--- src/rtl/stw_sequencer_if.sv ---
// STW broadcast/collect bundle between the sequencer and a row of MAC PEs.
interface stw_sequencer_if #(
  parameter int WORD_SIZE = 16,
  parameter int NUM_PE    = 4
);
  logic                 stw_load_en;
  logic [WORD_SIZE-1:0] stw_op1;
  logic [WORD_SIZE-1:0] stw_op2;
  logic [WORD_SIZE-1:0] stw_add;
  logic [WORD_SIZE-1:0] stw_expected;
  logic                 stw_start;
  logic [NUM_PE-1:0]    stw_complete;
  logic [NUM_PE-1:0]    stw_result;

  modport master (
    output stw_load_en, stw_op1, stw_op2, stw_add, stw_expected, stw_start,
    input  stw_complete, stw_result
  );

  modport slave (
    input  stw_load_en, stw_op1, stw_op2, stw_add, stw_expected, stw_start,
    output stw_complete, stw_result
  );
endinterface

--- src/rtl/stw_sequencer.sv ---
// Self-test-while-working sequencer: launches a MAC test vector into idle gaps
// and folds per-PE pass/complete bits into a sticky fault map.
module stw_sequencer #(
  parameter int          WORD_SIZE = 16,
  parameter int          NUM_PE    = 4,
  parameter int          PERIOD    = 1024,
  parameter int          TIMEOUT   = 8,
  parameter logic [31:0] SEED      = 32'hACE1_0001
) (
  input  logic                 clk,
  input  logic                 rst,
  input  logic                 en,
  input  logic                 manual_req,
  input  logic                 vec_sel,
  input  logic [WORD_SIZE-1:0] cfg_op1,
  input  logic [WORD_SIZE-1:0] cfg_op2,
  input  logic [WORD_SIZE-1:0] cfg_add,
  input  logic                 gap_ok,
  input  logic                 clear_map,
  stw_sequencer_if.master      bus,
  output logic                 busy,
  output logic [NUM_PE-1:0]    fault_map,
  output logic                 fault_irq,
  output logic [15:0]          test_count
);
  localparam int PW = $clog2(PERIOD);
  localparam int TW = $clog2(TIMEOUT + 1);

  typedef enum logic [2:0] {S_IDLE, S_LOAD, S_START, S_WAIT, S_CHECK} state_t;

  state_t               state_q, state_d;
  logic [PW-1:0]        period_cnt;
  logic [TW-1:0]        wait_cnt;
  logic                 pending;
  logic [31:0]          lfsr;
  logic                 grant, check;
  logic                 period_wrap;
  logic [WORD_SIZE-1:0] op1_q, op2_q, add_q, exp_q;
  logic [WORD_SIZE-1:0] sel_op1, sel_op2, sel_add, sel_prod;
  logic [NUM_PE-1:0]    new_fail;

  assign period_wrap = en && (period_cnt == PW'(PERIOD - 1));

  always_comb begin
    state_d         = state_q;
    bus.stw_load_en = 1'b0;
    bus.stw_start   = 1'b0;
    busy            = 1'b1;
    grant           = 1'b0;
    check           = 1'b0;
    case (state_q)
      S_IDLE: begin
        busy = 1'b0;
        if (pending && gap_ok) begin
          grant   = 1'b1;
          state_d = S_LOAD;
        end
      end
      S_LOAD: begin
        bus.stw_load_en = 1'b1;
        state_d         = S_START;
      end
      S_START: begin
        bus.stw_start = 1'b1;
        state_d       = S_WAIT;
      end
      S_WAIT: begin
        // PEs drop complete on the start edge, so the first WAIT cycle is stale.
        if (((&bus.stw_complete) && (wait_cnt != '0)) || (wait_cnt == TW'(TIMEOUT - 1)))
          state_d = S_CHECK;
      end
      S_CHECK: begin
        check   = 1'b1;
        state_d = S_IDLE;
      end
      default: state_d = S_IDLE;
    endcase
  end

  always_ff @(posedge clk or posedge rst) begin
    if (rst) state_q <= S_IDLE;
    else     state_q <= state_d;
  end

  always_ff @(posedge clk or posedge rst) begin
    if (rst) begin
      period_cnt <= '0;
      pending    <= 1'b0;
      wait_cnt   <= '0;
    end else begin
      if (en) period_cnt <= period_wrap ? '0 : period_cnt + 1'b1;
      // A request landing on the grant cycle merges into the test being launched.
      pending <= (pending | manual_req | period_wrap) & ~grant;
      if (state_q == S_START)     wait_cnt <= '0;
      else if (state_q == S_WAIT) wait_cnt <= wait_cnt + 1'b1;
    end
  end

  assign sel_op1  = vec_sel ? cfg_op1 : lfsr[WORD_SIZE-1:0];
  assign sel_op2  = vec_sel ? cfg_op2 : lfsr[31:32-WORD_SIZE];
  assign sel_add  = vec_sel ? cfg_add : (lfsr[WORD_SIZE-1:0] ^ lfsr[31:32-WORD_SIZE]);
  assign sel_prod = sel_op1 * sel_op2;

  always_ff @(posedge clk or posedge rst) begin
    if (rst) begin
      lfsr  <= SEED;
      op1_q <= '0;
      op2_q <= '0;
      add_q <= '0;
      exp_q <= '0;
    end else if (grant) begin
      lfsr  <= (lfsr >> 1) ^ (lfsr[0] ? 32'h8020_0003 : 32'h0);
      op1_q <= sel_op1;
      op2_q <= sel_op2;
      add_q <= sel_add;
      exp_q <= sel_prod + sel_add;
    end
  end

  assign bus.stw_op1      = op1_q;
  assign bus.stw_op2      = op2_q;
  assign bus.stw_add      = add_q;
  assign bus.stw_expected = exp_q;

  assign new_fail = check ? (~bus.stw_complete | ~bus.stw_result) : '0;

  always_ff @(posedge clk or posedge rst) begin
    if (rst) begin
      fault_map  <= '0;
      fault_irq  <= 1'b0;
      test_count <= '0;
    end else begin
      fault_map  <= clear_map ? new_fail : (fault_map | new_fail);
      fault_irq  <= |(new_fail & ~fault_map);
      if (check) test_count <= test_count + 16'd1;
    end
  end
endmodule
--- src/flat_wrapper.sv ---
// flat-port wrapper written by rule: the top's interface ports become plain ports
module stw_sequencer_flat 
#(
  parameter int          WORD_SIZE = 16,
  parameter int          NUM_PE    = 4,
  parameter int          PERIOD    = 1024,
  parameter int          TIMEOUT   = 8,
  parameter logic [31:0] SEED      = 32'hACE1_0001
)
  (clk, rst, en, manual_req, vec_sel, cfg_op1, cfg_op2, cfg_add, gap_ok, clear_map, busy, fault_map, fault_irq, test_count, bus_stw_load_en, bus_stw_op1, bus_stw_op2, bus_stw_add, bus_stw_expected, bus_stw_start, bus_stw_complete, bus_stw_result);
  stw_sequencer_if #(.WORD_SIZE(WORD_SIZE), .NUM_PE(NUM_PE)) bus_i ();
  input  logic clk;
  input  logic rst;
  input  logic en;
  input  logic manual_req;
  input  logic vec_sel;
  input  logic [WORD_SIZE-1:0] cfg_op1;
  input  logic [WORD_SIZE-1:0] cfg_op2;
  input  logic [WORD_SIZE-1:0] cfg_add;
  input  logic gap_ok;
  input  logic clear_map;
  output logic busy;
  output logic [NUM_PE-1:0] fault_map;
  output logic fault_irq;
  output logic [15:0] test_count;
  output wire logic [$bits(bus_i.stw_load_en)-1:0] bus_stw_load_en;
  output wire logic [$bits(bus_i.stw_op1)-1:0] bus_stw_op1;
  output wire logic [$bits(bus_i.stw_op2)-1:0] bus_stw_op2;
  output wire logic [$bits(bus_i.stw_add)-1:0] bus_stw_add;
  output wire logic [$bits(bus_i.stw_expected)-1:0] bus_stw_expected;
  output wire logic [$bits(bus_i.stw_start)-1:0] bus_stw_start;
  input wire logic [$bits(bus_i.stw_complete)-1:0] bus_stw_complete;
  input wire logic [$bits(bus_i.stw_result)-1:0] bus_stw_result;
  assign bus_stw_load_en = bus_i.stw_load_en;
  assign bus_stw_op1 = bus_i.stw_op1;
  assign bus_stw_op2 = bus_i.stw_op2;
  assign bus_stw_add = bus_i.stw_add;
  assign bus_stw_expected = bus_i.stw_expected;
  assign bus_stw_start = bus_i.stw_start;
  assign bus_i.stw_complete = bus_stw_complete;
  assign bus_i.stw_result = bus_stw_result;
  stw_sequencer #(.WORD_SIZE(WORD_SIZE), .NUM_PE(NUM_PE), .PERIOD(PERIOD), .TIMEOUT(TIMEOUT), .SEED(SEED)) u_core (.clk(clk), .rst(rst), .en(en), .manual_req(manual_req), .vec_sel(vec_sel), .cfg_op1(cfg_op1), .cfg_op2(cfg_op2), .cfg_add(cfg_add), .gap_ok(gap_ok), .clear_map(clear_map), .bus(bus_i), .busy(busy), .fault_map(fault_map), .fault_irq(fault_irq), .test_count(test_count));
endmodule
--- config.mk ---
export PLATFORM = sky130hd
export DESIGN_NAME = stw_sequencer_flat
export DESIGN_NICKNAME = d
export VERILOG_FILES = /design/src/rtl/stw_sequencer_if.sv /design/src/rtl/stw_sequencer.sv /design/src/flat_wrapper.sv
export SDC_FILE = /design/constraint.sdc
export NUM_CORES = 1
export LEC_CHECK = 0
export ABC_CLOCK_PERIOD_IN_PS = 6800
export CORE_MARGIN = 4
export CORE_UTILIZATION = 39
export DETAILED_ROUTE_END_ITERATION = 12
export HOLD_SLACK_MARGIN = 0.15
export PLACE_DENSITY = 0.69
export RECOVER_POWER = 100
export SYNTH_ARGS = -nofsm -noshare
export SYNTH_HDL_FRONTEND = slang
export SYNTH_SLANG_ARGS = --single-unit
--- constraint.sdc ---
create_clock -name clk -period 6.8 [get_ports clk]
set_input_delay 2.04 -clock clk [delete_from_list [all_inputs] [get_ports clk]]
set_output_delay 2.04 -clock clk [all_outputs]
set_load 0.02 [all_outputs]
Yosys cells after proc, flatten, opt, wreduce, memory -nomap -nowiden

Index checks and enable logic that the tools add are counted.

$add $sub $neg: 4
$mul: 1
Equal/unequal tests: 8
Muxes and demuxes: 18
Bitwise gates (word level): 12
Reduce and logical (&&, ||, !) cells: 10

Operators by type and width:

| operator                | number |
|---|---|
| $mux W16                | 3 |
| $mux W32                | 1 |
| $xor A31 B32 Y32        | 1 |
| $add A16 B1 Y16 const B | 1 |
| $add A16 B16 Y16        | 1 |
| $mul A16 B16 Y16        | 1 |
| $mux W4                 | 4 |
| $xor A16 B16 Y16        | 1 |
| $not A4 Y4              | 3 |
| $pmux W3 S4             | 1 |
| $add A10 B1 Y10 const B | 1 |
| $eq A10 B10 Y1 const B  | 1 |
| $mux W10                | 1 |
| $or A4 B4 Y4            | 2 |
| $eq A3 B2 Y1 const B    | 2 |
| $mux W1                 | 6 |
| $mux W3                 | 2 |
| $add A4 B1 Y4 const B   | 1 |
| $and A4 B4 Y4           | 1 |
| $eq A4 B3 Y1 const B    | 1 |
| $ne A2 B1 Y1 const B    | 2 |
| $reduce_and A4 Y1       | 1 |
| $reduce_bool A4 Y1      | 1 |
| $reduce_or A4 Y1        | 1 |
| 10 further kinds        | 13 |

Register bits after elaboration: 135
Input port bits: 63
Output and inout bits: 88
Word-level logic and storage cells: 65

Longest topological paths before layout

Word-level depth: 5
Depth in mapped cells: 26
Mapped depth without buffers: 23

Least setup slack after synthesis

Ideal clock, no wire load.

Kind: input to register
Start point: input port vec_sel
End point: register u_core.exp_q[15] (netlist: u_core.bus.stw_expected[15])
Arrival: 7.544 ns
Data required time: 6.671 ns
Setup slack: -0.872 ns
Stages on the path: 23
Buffers on the path: 4
Cells stage by stage: buf_4 > buf_6 > clkbuf_1 > clkbuf_1 > a21o_1 > nand2_1 > fa_1 > inv_1 > fa_1 > ha_1 > fa_1 > inv_1 > fa_1 > fa_1 > inv_1 > ha_1 > or4_1 > o21ai_0 > a21oi_1 > a31o_2 > a21oi_1 > xnor2_1 > o21ai_1

Longest elaborated chain between the ends: 3
Elaborated cells on any way between the ends: 5

RTL lines:

| item                               | RTL line                                  | RTL |
|---|---|---|
| from (decl)                        | flat_wrapper.sv:16                        | `input logic vec_sel;` |
| $mux W16, on equally long branches | stw_sequencer.sv:99, stw_sequencer.sv:100 |  |
| $mul A16 B16 Y16                   | stw_sequencer.sv:102                      | `assign sel_prod = sel_op1 * sel_op2;` |
| $add A16 B16 Y16 *                 | stw_sequencer.sv:116                      | `exp_q <= sel_prod + sel_add;` |
| to (signal assigned)               | stw_sequencer.sv:116                      |  |
| to (decl)                          | stw_sequencer.sv:38                       | `logic [WORD_SIZE-1:0] op1_q, op2_q, add_q, exp_q;` |

Mark *: on every way between the ends. The rest lies on a longest branch, timed or not.
A chain may end at the register's enable or synchronous reset.

Worst setup path in the final report

Same ends and word-level chain as after synthesis.

==> metrics.md <==
| Metric | Value |
|---|---|
| Outcome | finished, violations left |
| Failing checks | max-capacitance violations, max-slew violations, negative setup slack |
| Most used DFF post-synth | dfrtp_1 |
| Yosys reg bits | ~140 |
| Async set-reset flop share out of synthesis | 100% |
| Clock Tree Buf Depth | 2 |
| Hold_sp | u_core.test_count[15] |
| H-tree levels | 4 |
| Synth area leaders | dfrtp_1 31%, fa_1 18%, nand2_1 10% |
| Reg clk slew, reported paths | 70 ps |
| Share of layout cells above drive strength 1 | approximately 22% |
| Die Y-Extent | approximately 170 um |
| Syn avg cell area | around 9.1 um2 |
| CTS tree | done |
| Mapped cell area | 10300 um2 |
| Worst rel slew slack | -127% |
| Grt ovf | 0 |
| Setup slack after layout | -23.9 ps |
| Final Wtd Congestion | roughly 0.94 |
| Area growth syn-to-layout | 41.6% |
| Post-detail-place hpwl | 25.2 mm |
| Max-cap violations | 2 |
| Initial Util | 39.7% |
| Initial antenna violation count | 0 |
| Residual DRC count | 0 |
| Critical path's slowest cell | fa_1 |
| M1 GR Usage | between 30% and 40% |
| Hold buffer count at CTS | 0 |
| Sequential element share of the synthesized area | around a third |
| CTS buffer count | 17 |
| Pin count of the biggest net entering global routing | 93 |
| Leakage | 0.00708 uW |
| Worst Path Arrival | a little over 7000 ps |
| DR pass1 iterations | 6 |
| I/O pins | around 150 |
| Worst-path fanout max | 8 |
| Critical path class | in2reg |
| Setup Viol. Count Final | 1 |
| # rows | just under 60 |
| Die width | around 170 um |
| Met2 global-route usage | about 37% |
| Worst slew pin tran | ~3400 ps |
| WP buf/inv | 9 |
| Ranking of synthesized cells by instance count | 275 x nand2_1, 136 x inv_1, 126 x dfrtp_1, 94 x fa_1, 81 x nor2_1 |
| Vias post-DR | roughly 8.8k |
| Synthesis Warnings | 0 |
| Synth Net Count | about 1.4k |
| Number of global-route vias before repair | ~9.3k |
| Worst Setup End Kind | register |
| Clk root buf | clkbuf_16 |
| Routing usage on met3 | 3.74% |
| CP top delay family | adder cells |
| Final Cycle Share | 100% |
| Distinct cells, synth | 45 |
| First-pass GRT wire length | between 50 and 60 mm |
| Most frequent cell after synthesis | nand2_1 |
| CP peak stage delay | between 500 and 600 ps |
| Setup TNS | -23.9 ps |
| Post-DRT Antenna Nets | 0 |
| RR Startpoint | u_core.lfsr[0] |
| RSZ-0062 raised after global routing | yes |
| Crit start category | input port |
| Core Area | about 26000 um2 |
| Final wirelength | around 32 mm |
| Clock Skew | roughly 16 ps |
| Clock Sinks | ~140 |
| Most numerous cell on the critical path | fa_1 |
| Overall power | around 3700 uW |
| Gr usage total | roughly 23% |
| Max Slew Vio Count | between 100 and 150 |
| Starting DRT DRC Count | ~640 |
| Final nets | around 1.7k |
| Hold Crit Class | reg2reg |
| Die ar. | slightly below 30000 um2 |
| PortBufs | 150 |
| Post-synth EDFFs | 0 |
| Pwr Density | between 200 and 250 nW/um2 |
| Worst vdd ir | around 0.2 mV |
| Post-Synthesis Cells | approximately 1.1k |
| Share of the synthesized area in the top cell type | 30.5% |
| Critical path origin | vec_sel |
| DR vias/cell | 4.93 |
| F_max | between 0.1 and 0.15 GHz |
| ANT cells | 0 |
| Cell taking the most area after synthesis | dfrtp_1 |
| Wire per inst | 17.8 um |
| Most Crowded Layer GR | met2 |
| Crit path time final | between 6000 and 7000 ps |
| Worst EP required | about 7000 ps |
| Final hold vios | 0 |
| Later-pin clock latency in the skew report | 440 ps |
==> power by group <==
group | total [uW] | switching, uW | internal, uW
sequential | 1130 | 132 | 1000
combinational | 1570 | 836 | 730
clock | 958 | 460 | 498
total | 3660 | 1430 | 2230
==> state kept, by name, indices dropped and copies added, names as in the netlist <==
register	flops
u_core.state_q	3
u_core.fault_irq	1
u_core.fault_map	4
u_core.lfsr	32
u_core.bus.stw_add	16
u_core.period_cnt	10
u_core.bus.stw_op1	16
u_core.bus.stw_op2	16
u_core.bus.stw_expected	16
u_core.test_count	16
u_core.pending	1
u_core.wait_cnt	4
==> metal layers <==
| metal | routed length (um) | share of wire [%] |
|---|---|---|
| met5 | 0 | 0 |
| met4 | 598 | 1.9 |
| met3 | 1800 | 5.6 |
| met2 | 14800 | 46 |
| met1 | 14700 | 46 |
==> final cells by class <==
class / instances / area (um2)
fillers: 2297 / 11400
inverters: 136 / 510
clock inverters: 15 / 184
flip-flops and latches: 135 / 3390
repair buffers: 326 / 3000
well taps: 335 / 419
multi-input cells: 830 / 6700
clock buffers: 17 / 425
==> through the flow <==
step	cell area, um2	std cells	util [%]	worst slack [ps]	hold slack [ps]
3_3_place_gp	13400	1724	51.3	-730	453
2_1_floorplan	10600	1141	-	-326	439
6_report	14600	1794	56.2	-23.9	461
5_1_grt	14600	1794	56.2	-206	473
4_1_cts	14300	1780	55.0	-11.4	471
3_5_place_dp	13400	1724	51.3	-829	458
==> worst paths after layout <==
path | end | slack, ps | cells after the start
hold / removal | u_core.test_count[15] | 460 | 1
setup / recovery | u_core.bus.stw_expected[15] | -20 | 25
max in group asynchronous | u_core.lfsr[20] | 980 | 3
setup reg to reg | u_core.bus.stw_expected[15] | 1290 | 20
min in group asynchronous | u_core.bus.stw_op1[5] | 3300 | 2
hold reg to reg | u_core.test_count[15] | 460 | 1
==> repair_timing <==
action / CTS / global route
hold endpoints to repair: 0 / 0
endpoints found under the setup margin: 7 / 6
gates cloned: 0 / 2
buffers inserted: 24 / 12
pin swaps: 33 / 24
gates resized for setup: 64 / 48
==> logic make-up (layout without fill, tap and decap cells) <==
kind of cell | Yosys count | count (layout) | synth area share (%)
muxes | 37 | 37 | 3.85
and+or+nand+nor | 421 | 421 | 16.8
buffers and inverters | 176 | 494 | 6.66
adders and majority gates | 150 | 150 | 25.0
xor gates and xnor gates | 81 | 81 | 7.00
DFF | 135 | 135 | 32.8
AOI/OAI and AO/OA | 141 | 141 | 7.91
==> cells in the final DEF (no fill, tap or decap), types with 8 or more instances in the layout <==
cell type / synthesis / routed
mux2i_1: 19 / 12
o21ai_1: 3 / 8
o21ai_0: 68 / 62
and2_0: 0 / 8
dfstp_2: 9 / 9
a21o_1: 14 / 9
nor2_2: 0 / 14
dlygate4sd2_1: 0 / 13
dlygate4sd3_1: 0 / 92
xor2_1: 18 / 18
a32oi_1: 11 / 11
a21oi_1: 31 / 17
buf_6: 3 / 17
inv_2: 0 / 9
nand3_1: 9 / 9
ha_1: 56 / 46
xnor2_1: 62 / 61
fa_1: 94 / 89
dfrtp_1: 126 / 126
clkbuf_16: 0 / 19
mux2_2: 16 / 9
nor2_1: 81 / 66
clkdlybuf4s50_1: 0 / 40
a21oi_4: 0 / 8
inv_1: 136 / 127
buf_4: 1 / 145
nand2_1: 275 / 272
==> worst register-to-register path: stages, from the launching register on <==
cell	delay, ps
dfstp_2	670
nor2b_1	220
a21o_2	190
nand2_1	90
fa_1	410
inv_1	120
fa_1	400
ha_2	200
fa_1	510
inv_2	40
fa_1	460
fa_1	540
inv_2	50
ha_4	210
or4_1	520
o21ai_1	110
a21oi_2	70
a31o_2	230
a21oi_2	150
xnor2_1	130
o21ai_1	70
(Power assumes the default switching activity.)
